[config.mk]
export PLATFORM = sky130hd
export DESIGN_NAME = imem_load_sequencer
export DESIGN_NICKNAME = d
export VERILOG_FILES = /design/src/rtl/imem_load_sequencer.sv
export SDC_FILE = /design/constraint.sdc
export NUM_CORES = 1
export LEC_CHECK = 0
export CORE_MARGIN = 10
export CORE_UTILIZATION = 45
export DETAILED_ROUTE_END_ITERATION = 10
export DONT_BUFFER_PORTS = 1
export HOLD_SLACK_MARGIN = 0.06
export SLEW_MARGIN = 20
export SYNTH_ARGS = -nofsm -noshare
export SYNTH_HDL_FRONTEND = slang
export SYNTH_SLANG_ARGS = --single-unit
[constraint.sdc]
create_clock -name i_clk -period 5.47 [get_ports i_clk]
set_clock_uncertainty 0.1 [all_clocks]
set_input_delay 1.641 -clock i_clk [delete_from_list [all_inputs] [get_ports i_clk]]
set_output_delay 1.641 -clock i_clk [all_outputs]
set_load 0.05 [all_outputs]
[src/rtl/imem_load_sequencer.sv]
// Debug-side UART command decoder: loads big-endian words into instruction memory and
// drives pipeline step enable. Optional macro LOAD_TIMEOUT_EN aborts a stalled load.
module imem_load_sequencer #(
  parameter int          SIZE_ADDR_PC   = 32,
  parameter int          TOTAL_SIZE     = 256,
  parameter logic [7:0]  CMD_LOAD       = 8'h4C,
  parameter logic [7:0]  CMD_STEP       = 8'h53,
  parameter logic [7:0]  CMD_CONT       = 8'h43,
  parameter logic [31:0] HALT_WORD      = 32'hFFFFFFFF,
  parameter int          TIMEOUT_CYCLES = 1024
) (
  input  logic                    i_clk,
  input  logic                    i_reset,
  input  logic [7:0]              i_rx_data,
  input  logic                    i_rx_done,
  input  logic                    i_halt,
  output logic [SIZE_ADDR_PC-1:0] o_instruction,
  output logic [SIZE_ADDR_PC-1:0] o_instruction_address,
  output logic                    o_flag_write_intruc,
  output logic                    o_step,
  output logic                    o_loaded,
  output logic                    o_overflow,
  output logic                    o_busy,
  output logic [2:0]              o_state
);

  if ((TOTAL_SIZE % 4) != 0 || TOTAL_SIZE < 4) begin : g_bad_size
    $error("TOTAL_SIZE must be a positive multiple of 4");
  end
  if (TIMEOUT_CYCLES < 2) begin : g_bad_timeout
    $error("TIMEOUT_CYCLES must be at least 2");
  end

  typedef enum logic [2:0] {
    S_IDLE  = 3'd0,
    S_LOAD  = 3'd1,
    S_WRITE = 3'd2,
    S_STEP  = 3'd3,
    S_RUN   = 3'd4
  } state_t;

  localparam logic [SIZE_ADDR_PC-1:0] LAST_ADDR = SIZE_ADDR_PC'(TOTAL_SIZE - 4);
  localparam logic [SIZE_ADDR_PC-1:0] HALT_W    = SIZE_ADDR_PC'(HALT_WORD);

  state_t                  state_q, state_d;
  logic [SIZE_ADDR_PC-1:0] word_q, word_d;
  logic [SIZE_ADDR_PC-1:0] addr_q, addr_d;
  logic [1:0]              bcnt_q, bcnt_d;
  logic                    loaded_q, loaded_d;
  logic                    ovf_q, ovf_d;
  logic                    wr_q, wr_d;
  logic                    step_q, step_d;
  logic [SIZE_ADDR_PC-1:0] word_shift;

  assign word_shift = {word_q[SIZE_ADDR_PC-9:0], i_rx_data};

`ifdef LOAD_TIMEOUT_EN
  localparam int TW = $clog2(TIMEOUT_CYCLES + 1);
  localparam logic [TW-1:0] T_LAST = TW'(TIMEOUT_CYCLES - 1);
  logic [TW-1:0] tcnt_q, tcnt_d;
`endif

  always_comb begin
    state_d  = state_q;
    word_d   = word_q;
    addr_d   = addr_q;
    bcnt_d   = bcnt_q;
    loaded_d = loaded_q;
    ovf_d    = ovf_q;
`ifdef LOAD_TIMEOUT_EN
    tcnt_d   = '0;
`endif
    case (state_q)
      S_IDLE: begin
        if (i_rx_done) begin
          case (i_rx_data)
            CMD_LOAD: begin
              state_d = S_LOAD;
              addr_d  = '0;
              bcnt_d  = '0;
              ovf_d   = 1'b0;
            end
            CMD_STEP: if (loaded_q && !i_halt) state_d = S_STEP;
            CMD_CONT: if (loaded_q && !i_halt) state_d = S_RUN;
            default:  ;
          endcase
        end
      end
      S_LOAD: begin
        if (i_rx_done) begin
          word_d = word_shift;
          bcnt_d = bcnt_q + 2'd1;
          if (bcnt_q == 2'd3) state_d = S_WRITE;
        end
`ifdef LOAD_TIMEOUT_EN
        else if (tcnt_q == T_LAST) begin
          state_d  = S_IDLE;
          loaded_d = 1'b0;
          ovf_d    = 1'b0;
          bcnt_d   = '0;
          word_d   = '0;
        end else begin
          tcnt_d = tcnt_q + 1'b1;
        end
`endif
      end
      S_WRITE: begin
        // A byte arriving in this cycle starts the next word; dropped if the load ends here.
        if (word_q == HALT_W) begin
          loaded_d = 1'b1;
          state_d  = S_IDLE;
        end else if (addr_q == LAST_ADDR) begin
          loaded_d = 1'b1;
          ovf_d    = 1'b1;
          state_d  = S_IDLE;
        end else begin
          addr_d  = addr_q + SIZE_ADDR_PC'(4);
          state_d = S_LOAD;
          bcnt_d  = '0;
          if (i_rx_done) begin
            word_d = word_shift;
            bcnt_d = 2'd1;
          end
        end
      end
      S_STEP:  state_d = S_IDLE;
      S_RUN:   if (i_halt) state_d = S_IDLE;
      default: state_d = S_IDLE;
    endcase
    wr_d   = (state_d == S_WRITE);
    step_d = (state_d == S_STEP) || (state_d == S_RUN);
  end

  always_ff @(posedge i_clk or negedge i_reset) begin
    if (!i_reset) begin
      state_q  <= S_IDLE;
      word_q   <= '0;
      addr_q   <= '0;
      bcnt_q   <= '0;
      loaded_q <= 1'b0;
      ovf_q    <= 1'b0;
      wr_q     <= 1'b0;
      step_q   <= 1'b0;
    end else begin
      state_q  <= state_d;
      word_q   <= word_d;
      addr_q   <= addr_d;
      bcnt_q   <= bcnt_d;
      loaded_q <= loaded_d;
      ovf_q    <= ovf_d;
      wr_q     <= wr_d;
      step_q   <= step_d;
    end
  end

`ifdef LOAD_TIMEOUT_EN
  always_ff @(posedge i_clk or negedge i_reset) begin
    if (!i_reset) tcnt_q <= '0;
    else          tcnt_q <= tcnt_d;
  end
`endif

  assign o_instruction         = word_q;
  assign o_instruction_address = addr_q;
  assign o_flag_write_intruc   = wr_q;
  assign o_step                = step_q;
  assign o_loaded              = loaded_q;
  assign o_overflow            = ovf_q;
  assign o_busy                = (state_q != S_IDLE);
  assign o_state               = state_q;

endmodule

Word-level counts from Yosys, hierarchy flattened
Index checks and enable logic that the tools add are counted.
W data, S select, Z words.
{ "totals": {"elab_cells": 74, "ff_bits": 73, "out_inout_bits": 72, "input_bits": 12} }
{ "op_classes": {"n_reduce_logical": 14, "add_sub_neg": 2, "n_mux": 32, "n_eq_ne": 18} }
{ "ops": {"columns": ["operator", "count"], "rows": [
  ["$mux W32", 7],
  ["$pmux W32 S2", 2],
  ["$add A32 B3 Y32 const B", 1],
  ["$eq A32 B32 Y1 const B", 1],
  ["$eq A32 B8 Y1 const B", 1],
  ["$eq A8 B7 Y1 const B", 3],
  ["$mux W3", 6],
  ["$pmux W3 S4", 1],
  ["$mux W2", 5],
  ["$ne A2 B2 Y1 const B", 5],
  ["$reduce_and A5 Y1", 2],
  ["$eq A3 B2 Y1 const B", 3],
  ["$pmux W3 S3", 1],
  ["$mux W1", 8],
  ["$eq A3 B3 Y1 const B", 2],
  ["$pmux W2 S3", 1],
  ["$reduce_and A6 Y1", 1],
  ["$reduce_bool A2 Y1", 3],
  ["$reduce_bool A3 Y1", 2],
  ["$eq A3 B1 Y1 const B", 1],
  ["$logic_not A3 Y1", 1],
  ["$reduce_and A3 Y1", 1],
  ["$add A2 B1 Y2 const B", 1],
  ["$eq A2 B2 Y1 const B", 1],
  ["6 further kinds", 6]
]} }

Longest topological paths before layout
{ "logic_depth": {"word_depth": 8, "depth_mapped": 8} }

Worst setup path before layout
OpenSTA, ideal clock, no wires.
{ "synth_timing": {"path_type": "in2reg", "from": "input i_rx_data[5]", "to": "register state_q[1], in the netlist o_state[1]", "setup_slack_ns": 2.407, "required_time_ns": 5.292, "setup_time_ns": 0.078, "arrival_ns": 2.885, "n_path_buf": 0, "path_stages": 5, "cell_sequence": "nor4b_1 nand3_1 or4_1 nand2b_1 o21bai_1"} }
{ "synth_via": {"elab_chain_len": 4, "word_cells_on_any_way": 6, "classes_between": "3 x eq/ne; 3 x mux"} }
{ "synth_lines": {"columns": ["element", "line", "text"], "rows": [
  ["from (decl)", "14", "input logic [7:0] i_rx_data,"],
  ["$eq A8 B7 Y1", "76", "case (i_rx_data)"],
  ["$pmux W3 S3 *", "76", null],
  ["$mux W3 *", "75", "if (i_rx_done) begin"],
  ["$pmux W3 S4 *", "73", "case (state_q)"],
  ["via state_d[1]", "45", "state_t state_q, state_d;"],
  ["to (signal assigned)", "145", "state_q <= state_d;"],
  ["to (decl)", "45", null]
]} }
The timed path passes the listed nets; every way through them passes the cells marked *.
A chain may end at the register's enable or synchronous reset.

Worst setup path after layout
{ "layout_timing": {"from": "register state_q[0], in the netlist o_state[0]", "to": "output o_busy"} }
{ "layout_via": {"elab_chain_len": 1} }
{ "layout_lines": {"columns": ["element", "line", "text"], "rows": [
  ["$reduce_bool A3 Y1", "169", "assign o_busy = (state_q != S_IDLE);"],
  ["to (decl)", "23", "output logic o_busy,"]
]} }
Every way passes these cells.

==> metrics.txt <==
# TYPE chip_impl_metric gauge
chip_impl_metric{name="netlist_area",unit="um^2"} 3410
chip_impl_info{name="worst_setup_path_end_kind",value="output port"} 1
chip_impl_metric{name="drc",unit=""} 0
chip_impl_metric{name="timing.final.setup_violations",unit=""} 0
chip_impl_metric{name="route.antenna.remaining_nets",unit=""} 0
chip_impl_metric{name="cts_num_sinks",unit=""} 71
chip_impl_metric{name="power.density_cell_area",unit="nW/um^2"} 588
chip_impl_metric{name="antenna_found_initial",unit=""} 0
chip_impl_metric{name="global_route.usage.met3",unit="%"} 6.53
chip_impl_metric{name="synth_cell_type_count",unit=""} 47
chip_impl_metric{name="syn-mean-instance-area",unit="um^2"} 11.4
chip_impl_metric{name="first_pass_iters",unit=""} 4
chip_impl_metric{name="r2r_slack",unit="ns"} 2.60
chip_impl_metric{name="netlist.area_leader.share",unit="%"} 52.1
chip_impl_metric{name="synth_compound_area_share",unit="%"} 3.42
chip_impl_metric{name="drt-total-wl",unit="um"} 8010
chip_impl_metric{name="critical_path_arrival",unit="ns"} 1.67
chip_impl_metric{name="route.vias.total",unit=""} 2330
chip_impl_metric{name="cts_made_buffers",unit=""} 9
chip_impl_metric{name="design_power_total",unit="W"} 0.00216
chip_impl_metric{name="timing.final.crit_period",unit="ns"} 3.42
chip_impl_metric{name="cp.required",unit="ns"} 3.73
chip_impl_metric{name="drive_gt1_share",unit="%"} 11.7
chip_impl_info{name="min_path_type",value="reg -> reg"} 1
chip_impl_info{name="crit_chain",value="or3_1"} 1
chip_impl_metric{name="nFillCells",unit=""} 708
chip_impl_metric{name="async_flop_share",unit="%"} 100
chip_impl_metric{name="synth-warning-count",unit=""} 0
chip_impl_metric{name="share_of_the_cycle_needed_by_the_critical_path_after_routing",unit="%"} 62.4
chip_impl_metric{name="worst_pin_slew",unit="ns"} 0.700
chip_impl_metric{name="synth_sequential_area_ratio",unit="%"} 52.1
chip_impl_info{name="result_of_the_run",value="finished clean"} 1
chip_impl_metric{name="worst_path_largest_cell_delay",unit="ns"} 0.69
chip_impl_metric{name="postSynthRegisterBits",unit=""} 71
chip_impl_metric{name="post_synth_and_or_nand_nor_area_fraction",unit="%"} 22.8
chip_impl_metric{name="portBuffers",unit=""} 0
chip_impl_metric{name="clk_path_buf_depth",unit=""} 2
chip_impl_metric{name="multi_input_area",unit="um^2"} 1540
chip_impl_metric{name="yosys-mux-area-fraction",unit="%"} 12.0
chip_impl_metric{name="final_net_count",unit=""} 316
chip_impl_metric{name="syn_inst",unit=""} 299
chip_impl_metric{name="number_of_enable_type_register_cells_in_the_synthesized_netlist",unit=""} 0
chip_impl_metric{name="insertion_delay",unit="ns"} 0.34
chip_impl_metric{name="timing.final.hold_violations",unit=""} 0
chip_impl_metric{name="groute.layer.met2.usage",unit="%"} 21.5
chip_impl_metric{name="initial_utilization",unit="%"} 46.7
chip_impl_metric{name="cts_setup_buffers",unit=""} 0
chip_impl_metric{name="instances_no_fill",unit=""} 406
chip_impl_metric{name="clock_pin_slew_on_the_worst_setup_and_hold_paths",unit="ns"} 0.07
chip_impl_metric{name="cap_violations",unit=""} 0
chip_impl_info{name="largest_family_of_logic_cells_by_synthesized_area",value="simple AND/OR/NAND/NOR gates"} 1
chip_impl_metric{name="synthToLayoutAreaGrowth",unit="%"} 7.71
chip_impl_info{name="synth_flop_cell",value="dfrtp_1"} 1
chip_impl_metric{name="row_count",unit=""} 31
chip_impl_metric{name="place_inst",unit=""} 390
chip_impl_metric{name="synth_adder_area_share",unit="%"} 0.734
chip_impl_metric{name="grt_first_pass_wirelength",unit="um"} 13000
chip_impl_metric{name="finalSetupTns",unit="ns"} 0
chip_impl_metric{name="dr_vias_cell",unit=""} 5.74
chip_impl_info{name="synth.largest_area_cell",value="dfrtp_1"} 1
chip_impl_metric{name="area_share_of_xor_xnor_cells_in_the_synthesized_design",unit="%"} 5.91
chip_impl_metric{name="diodes",unit=""} 0
chip_impl_metric{name="floorplan.die.height",unit="um"} 107
chip_impl_metric{name="design.portCount",unit=""} 84
chip_impl_metric{name="power.static_leakage",unit="nW"} 1.49
chip_impl_info{name="critPathTopFamily",value="simple AND/OR/NAND/NOR gates"} 1
chip_impl_metric{name="cts_hold_buffers",unit=""} 0
chip_impl_metric{name="globalRouteOverflowTotal",unit=""} 0
chip_impl_metric{name="dieWidth",unit="um"} 107
chip_impl_metric{name="slew_headroom",unit="%"} 53.3
chip_impl_metric{name="cts.repair.resized",unit=""} 0
chip_impl_metric{name="utilization",unit="%"} 50.3
chip_impl_metric{name="max-vdd-ir-drop",unit="mV"} 0.175
chip_impl_metric{name="drt_iter0_drc",unit=""} 104
chip_impl_metric{name="gr-usage-all-layers",unit="%"} 14.4
chip_impl_info{name="cts-root-buf",value="clkbuf_8"} 1
chip_impl_info{name="worst_setup_path_start_kind",value="flip-flop"} 1
chip_impl_info{name="slowest_stage",value="or3_1"} 1
chip_impl_info{name="rsz0062_at_grt",value="false"} 1
chip_impl_metric{name="critical_path_fanouts_max",unit=""} 8
chip_impl_metric{name="grtUsageMet1",unit="%"} 17.6
chip_impl_metric{name="wl_per_instance",unit="um"} 19.7
chip_impl_metric{name="dp_hpwl",unit="um"} 5720
chip_impl_metric{name="seq_area",unit="um^2"} 1780
chip_impl_metric{name="die_area",unit="um^2"} 11500
chip_impl_info{name="main_area_contributors_after_synthesis",value="dfrtp_1, mux2_1, xor2_1"} 1
chip_impl_metric{name="core-area",unit="um^2"} 7290
chip_impl_metric{name="achievable-frequency",unit="MHz"} 293
chip_impl_metric{name="gpl.final_weighted_congestion",unit=""} 0.792
chip_impl_metric{name="maximum_number_of_pins_on_one_net_before_global_route_repair",unit=""} 72
chip_impl_info{name="cts_tree",value="built"} 1
chip_impl_info{name="grt_most_used_layer",value="met2"} 1
chip_impl_metric{name="grt_pass1_vias",unit=""} 2265
chip_impl_metric{name="timing_max_transition_violations_final",unit=""} 0
chip_impl_metric{name="worst-path-buf-inv",unit=""} 0
chip_impl_metric{name="cts_htree_levels",unit=""} 3
chip_impl_info{name="crit_type",value="reg -> out"} 1
synth_stat cells (all sizes together) (3+ instances only):
cell and number:
and4 3, or3 6, and3 11, nand3 15
nand4 20, mux2i 5, nand2 18, buf 8
dfrtp 71, nor2 30, clkbuf 3, xnor2 5
inv 4, xor2 18, mux2 32, nand2b 3
a21oi 7, and2 4, nor4 10, o21ai 6
layout by cell type (no fill, tap or decap), types with 3 or more instances in the layout:
cell / synthesis / final
o21ai_0: 5 / 5
nand2_1: 17 / 17
nor4_4: 3 / 3
nand4_1: 18 / 18
nor4_1: 7 / 7
nand2b_1: 3 / 3
or3_1: 5 / 5
mux2_1: 30 / 30
xnor2_1: 5 / 5
and4_1: 3 / 3
dfrtp_1: 71 / 71
xor2_1: 18 / 18
nor2_1: 28 / 28
clkinv_2: 0 / 3
a21oi_1: 7 / 6
and3_1: 9 / 9
and2_1: 4 / 4
mux2i_1: 5 / 5
nand3_1: 15 / 15
clkbuf_8: 0 / 10
inv_1: 4 / 4
cell families (layout without fill, tap and decap cells):
logic type | count (synthesis) | in the layout
xor+xnor | 23 | 23
compound gates | 19 | 19
mux | 37 | 37
flops | 71 | 71
fa+ha+maj | 2 | 2
other cells | 1 | 2
buf+inv | 15 | 22
simple gates | 131 | 131
worst paths after layout:
check | startpoint | end | cells past startpoint
max in group asynchronous | i_reset | o_instruction_address[3] | 0
min | bcnt_q[1] | bcnt_q[1] | 1
max reg2reg | o_instruction_address[26] | o_instruction[20] | 7
min reg2reg | bcnt_q[1] | bcnt_q[1] | 1
max | o_state[0] | o_busy | 1
min in group asynchronous | i_reset | o_instruction[29] | 0
power by group:
group          total [W]  switching, W  internal [W]
combinational   0.000303      0.000146      0.000156
sequential       0.00144      0.000765      0.000673
clock           0.000416      0.000196      0.000221
total            0.00216       0.00111       0.00105
through the flow:
step / cell area [um^2] / hold slack, ns / setup slack (ns)
2_1_floorplan: 3410 / 0.370 / 2.41
4_1_cts: 3670 / 0.406 / 2.03
3_3_place_gp: 3470 / 0.383 / 2.29
5_1_grt: 3670 / 0.419 / 1.99
6_report: 3670 / 0.403 / 2.05
3_5_place_dp: 3470 / 0.389 / 2.20
flip-flops by register name (all words and copies together) (netlist names):
name	count
o_instruction	32
o_instruction_address	30
o_state	3
bcnt_q	2
o_flag_write_intruc	1
o_loaded	1
o_overflow	1
o_step	1
cell type report:
cell class,instances,share of cell area [%]
clock buffers,10,3.75
clock inverters,6,1.64
inverters,4,0.409
multi-input cells,214,42.0
flip-flops and latches,71,48.4
well taps,99,3.38
repair buffers,2,0.409
per-layer routing:
metal | wire length [um] | vias to the layer above | share of wire [%]
met2 | 3810 | 55 | 48
met5 | 0 | - | 0
li1 | - | 1076 | -
met1 | 3370 | 1190 | 42
met3 | 713 | 9 | 8.9
met4 | 110 | 0 | 1.4
Note: power is estimated with default switching activity, not from simulation.
